<file path="config.mk">
export PLATFORM = sky130hd
export DESIGN_NAME = fetch_unit
export DESIGN_NICKNAME = d
export VERILOG_FILES = /design/src/rtl/fetch_unit.sv
export SDC_FILE = /design/constraint.sdc
export NUM_CORES = 1
export LEC_CHECK = 0
export BUFFER_PORTS_ARGS = -buffer_cell sky130_fd_sc_hd__buf_4
export CAP_MARGIN = 10
export CORE_UTILIZATION = 42
export CTS_BUF_LIST = sky130_fd_sc_hd__clkbuf_4 sky130_fd_sc_hd__clkbuf_8
export CTS_CLUSTER_DIAMETER = 80
export DETAILED_ROUTE_END_ITERATION = 8
export PLACE_DENSITY_LB_ADDON = 0.05
export RECOVER_POWER = 50
export SYNTH_ARGS = -nofsm -noshare
export SYNTH_HDL_FRONTEND = slang
export SYNTH_SLANG_ARGS = --single-unit
export TNS_END_PERCENT = 100
</file>
<file path="constraint.sdc">
create_clock -name clk -period 10.15 [get_ports clk]
set_input_delay 0.5075 -clock clk [delete_from_list [all_inputs] [get_ports clk]]
set_output_delay 0.5075 -clock clk [all_outputs]
set_load 0.03 [all_outputs]
</file>
<file path="src/rtl/fetch_unit.sv">
`default_nettype none
// ============================================================================
//  Module      : fetch_unit
//  Description : Single-outstanding-request instruction fetch stage.
//                Issues one instruction-memory request at the current PC,
//                waits for its response, registers the instruction for
//                decode, and loads the next PC from an external selector.
//                Redirects (flush) may arrive in any state; a response that
//                belongs to a flushed request is swallowed in DROP.
//
//  Ports       : clk, rst            - clock, async active-high reset
//                pc / pc_next        - current PC out, next PC in
//                flush               - redirect, pc_next holds the target
//                imem_req_*          - memory request (valid/ready/addr)
//                imem_resp_*         - memory response (valid/data)
//                if_valid/if_ready   - handshake towards decode
//                if_inst / if_pc     - registered instruction and its PC
//
//  Revision    : 1.0 - initial release
// ============================================================================
module fetch_unit #(
    parameter int                    ADDR_WIDTH = 64,
    parameter int                    INST_WIDTH = 32,
    parameter logic [ADDR_WIDTH-1:0] RESET_PC   = '0
) (
    input  logic                  clk,
    input  logic                  rst,
    output logic [ADDR_WIDTH-1:0] pc,
    input  logic [ADDR_WIDTH-1:0] pc_next,
    input  logic                  flush,
    output logic                  imem_req_valid,
    input  logic                  imem_req_ready,
    output logic [ADDR_WIDTH-1:0] imem_req_addr,
    input  logic                  imem_resp_valid,
    input  logic [INST_WIDTH-1:0] imem_resp_data,
    output logic                  if_valid,
    input  logic                  if_ready,
    output logic [INST_WIDTH-1:0] if_inst,
    output logic [ADDR_WIDTH-1:0] if_pc
);

    typedef enum logic [1:0] {
        S_REQ  = 2'd0,   // request outstanding on the bus, address = pc
        S_WAIT = 2'd1,   // request accepted, waiting for its response
        S_OUT  = 2'd2,   // instruction presented to decode
        S_DROP = 2'd3    // waiting to swallow the response of a flushed request
    } state_t;

    // Reset PC with the low two bits already cleared.
    localparam logic [ADDR_WIDTH-1:0] c_reset_pc = {RESET_PC[ADDR_WIDTH-1:2], 2'b00};

    state_t                r_state;
    state_t                w_state_next;
    logic [ADDR_WIDTH-1:0] r_pc;
    logic [INST_WIDTH-1:0] r_if_inst;
    logic [ADDR_WIDTH-1:0] r_if_pc;
    logic                  w_pc_load;
    logic                  w_capture;

    // ------------------------------------------------------------------------
    // Next-state / control decode
    // ------------------------------------------------------------------------
    always_comb begin
        w_state_next = r_state;
        w_pc_load    = 1'b0;
        w_capture    = 1'b0;

        case (r_state)
            S_REQ: begin
                // A flush outranks a same-cycle handshake: the request is
                // considered not accepted and the address moves on.
                if (flush) begin
                    w_pc_load = 1'b1;
                end else if (imem_req_ready) begin
                    w_state_next = S_WAIT;
                end
            end

            S_WAIT: begin
                if (flush) begin
                    w_pc_load = 1'b1;
                    // A response arriving with the flush closes the old
                    // request immediately; otherwise it is still in flight.
                    w_state_next = imem_resp_valid ? S_REQ : S_DROP;
                end else if (imem_resp_valid) begin
                    w_capture    = 1'b1;
                    w_state_next = S_OUT;
                end
            end

            S_OUT: begin
                if (flush || if_ready) begin
                    w_pc_load    = 1'b1;
                    w_state_next = S_REQ;
                end
            end

            S_DROP: begin
                if (flush) begin
                    w_pc_load = 1'b1;
                end
                if (imem_resp_valid) begin
                    w_state_next = S_REQ;
                end
            end

            default: begin
                w_state_next = S_REQ;
            end
        endcase
    end

    // ------------------------------------------------------------------------
    // State, PC and instruction registers
    // ------------------------------------------------------------------------
    always_ff @(posedge clk or posedge rst) begin
        if (rst) begin
            r_state   <= S_REQ;
            r_pc      <= c_reset_pc;
            r_if_inst <= '0;
            r_if_pc   <= '0;
        end else begin
            r_state <= w_state_next;
            if (w_pc_load) begin
                r_pc <= {pc_next[ADDR_WIDTH-1:2], 2'b00};
            end
            if (w_capture) begin
                r_if_inst <= imem_resp_data;
                r_if_pc   <= r_pc;
            end
        end
    end

    // Outputs decoded purely from registered state.
    assign pc             = r_pc;
    assign imem_req_addr  = r_pc;
    assign imem_req_valid = (r_state == S_REQ);
    assign if_valid       = (r_state == S_OUT);
    assign if_inst        = r_if_inst;
    assign if_pc          = r_if_pc;

endmodule
`default_nettype wire

</file>
==> impl_metrics.py <==
metrics = {
    "detailed_routing": {
        "final_antenna_net_count": 0,
        "route.vias.total": 5707,
        "drt-pass1-iter-count": 5,
        "wl_per_cell_microns": 18.5,
        "drc_errors": 0,
        "average_vias_per_placed_instance": 5.19,
        "routed_wl_mm": 20.4,
        "detail_route.iter0.violations": 355,
    },
    "min_path": {
        "hold_class": "in -> reg",
    },
    "final_layout": {
        "drive_above_1_share_pct": 30.5,
        "num-fill-cells": 1767,
        "area_growth_pct": 21.7,
        "insertedDiodeCount": 0,
        "final_core_density_pct": 52.3,
        "area.sequential_sq_mm": 0.00396,
        "multiInputGateArea_sq_mm": 0.00300,
        "finish.net_count": 964,
    },
    "yosys": {
        "synth-main-ff-cell": "sky130_fd_sc_hd__dfrtp_1",
        "synth-seq-area-share_pct": 51.0,
        "synth_cells": 634,
        "synthesis.yosys.warnings": 0,
        "synth.lib_cells_used.distinct": 22,
        "synth_edf_count": 0,
        "syn-cell-area_sq_mm": 0.00775,
        "syn_area_per_cell_sq_um": 12.2,
        "synthArstFlopShare_pct": 100,
        "ys_seq_elements": 158,
    },
    "pwr": {
        "power.static_leakage_nw": 4.02,
        "ir_worst_vdd_mv": 0.153,
        "p_per_area_mw_per_mm2": 284,
    },
    "clock_network": {
        "clk_pin_slew_ns": 0.08,
        "cts.path.max_buffers": 2,
        "cts_hold_buffers": 0,
        "insertion_delay_ns": 0.44,
        "tritoncts": "yes",
        "numClockSinks": 158,
        "clock_tree.root_cell": "sky130_fd_sc_hd__clkbuf_8",
        "ctsResizeCount": 0,
        "postCtsSetupRepairBufs": 0,
        "cts_htree_levels": 4,
        "cts_buffers": 17,
    },
    "timing": {
        "rsz0062_at_grt": "false",
        "fin_setup_tns_ns": 0,
        "hold_viol": 0,
        "whs_ns": 0.274,
        "max_slew.worst_pin.slew_ns": 3.53,
        "drv_slew": 82,
        "final-setup-viol-count": 0,
        "timing.max_slew.rel_slack_pct": -137,
        "clock_skew_ns": 0.00946,
        "fmax_ghz": 0.301,
        "min_period_ns": 3.32,
        "fin_crit_sh_pct": 32.8,
    },
    "setup_path": {
        "cell_at_the_slowest_stage_of_the_critical_path": "sky130_fd_sc_hd__clkinvlp_2",
        "timing.critical_path.from_type": "input pin",
        "cp.arrival_ns": 3.74,
        "worstSetupEndpointType": "asynchronous set/reset pin",
        "path_delay_family": "buffers and inverters",
        "cp.required_ns": 10.56,
        "path_class": "in -> async",
        "crit_chain": "clkbuf_4 -> clkinvlp_2 -> buf_4",
        "critical_path.n_buffers_inverters": 3,
        "crit_path_max_incr_delay_ns": 1.95,
        "worst-path-max-fanout": 81,
    },
    "global_route": {
        "first_global_vias": 5625,
        "global_route.usage.total_pct": 20.9,
        "grt_start_max_net_pins": 129,
        "grt_first_pass_wirelength_mm": 30.3,
        "globalRoute.totalOverflow": 0,
        "initial_antenna_violation_count": 0,
    },
    "die": {
        "core_sq_mm": 0.0180,
        "floorplan.initialDensity_pct": 43.0,
        "die_x_microns": 138,
        "die-area_sq_mm": 0.0190,
        "io-pin-count": 328,
        "core.rowCount": 49,
        "die_h_microns": 138,
    },
    "outcome": {
        "violated_checks": "capacitance limit, slew limit",
        "status": "finished with violations",
    },
    "place": {
        "dp_hpwl_mm": 13.1,
        "finalWeightedCongestion": 0.742,
        "port_buffers": 319,
    },
    "run": {
        "max_cap_viol_count": 1,
    },
}
==> state kept, by name, indices dropped and copies added (netlist names) <==
name           flops
if_pc             62
imem_req_addr     62
r_state            2
if_inst           32
==> logic make-up (layout without fill, tap and decap cells) <==
group           after synthesis  count (layout)  synth area share, %
mux                          94              94                 16.1
flops                       158             158                 51.0
simple gates                195             195                 16.0
other cells                   1               6               0.0484
buf+inv                     123             355                 10.8
compound gates               63              63                 6.07
==> worst paths after layout <==
path                            startpoint           endpoint  slack, ns  depth (start not counted)
max reg2reg                     r_state[0]          if_pc[18]       7.04                          5
min reg2reg                      if_pc[42]          if_pc[42]       0.51                          1
min in group asynchronous              rst        if_inst[21]       1.10                          2
min                        imem_resp_valid         r_state[0]       0.27                          2
max in group clk                r_state[0]          if_pc[18]       7.04                          5
max                                    rst  imem_req_addr[22]       6.83                          3
==> routing by layer <==
metal	track usage (%)	share of wire [%]
met5	0	0
met4	6.22	1.3
met3	5.56	7.2
met2	34.7	49
met1	26.7	43
==> cell type report <==
class / instances / area share, %
flip-flops and latches: 158 / 41.9
multi-input cells: 358 / 31.8
repair buffers: 325 / 18.4
well taps: 229 / 3.04
clock buffers: 17 / 2.48
clock inverters: 11 / 2.32
inverters: 2 / 0.0928
==> placed cells by master, fill, tap and decap left out, drive strengths merged <==
cell type,n
and3b,3
buf,136
bufinv,6
clkbuf,206
clkinv,4
clkinvlp,2
conb,6
dfrtp,158
inv,1
mux2,94
nand2,62
nand2b,62
nand4b,62
nor2,1
nor2b,1
nor4b,1
nor4bb,1
o211ai,62
o21ai,1
or4,1
or4b,1
==> power breakdown <==
group	switching, W	total, W	leakage, nW	internal [W]
registers	0.000141	0.000988	1.91	0.000848
clock network	0.000231	0.000543	0.223	0.000313
logic	0.000777	0.00115	1.88	0.000373
total	0.00115	0.00268	4.02	0.00153
==> cells in the mapped netlist, drive strengths merged (2+ instances only) <==
cell	instances	area, sq um
dfrtp	158	3950
mux2	94	1250
buf	90	714
nand2	62	233
nand2b	62	388
nand4b	62	543
o211ai	62	465
clkbuf	31	116
and3b	3	26.3
inv	2	7.51
==> metrics by stage <==
| stage | instance area, sq um | cells | setup slack, ns | total power [W] |
|---|---|---|---|---|
| CTS | 10100 | 1100 | 7.02 | 0.00291 |
| finish | 9430 | 1100 | 6.83 | 0.00268 |
| global route | 9430 | 1100 | 6.22 | 0.00282 |
| floorplan | 7770 | 639 | 5.38 | 0.00188 |
| global placement | 9690 | 1072 | 6.91 | 0.00234 |
| detailed placement | 9690 | 1072 | 6.82 | 0.00236 |
Power figures use the tool's default switching activity.
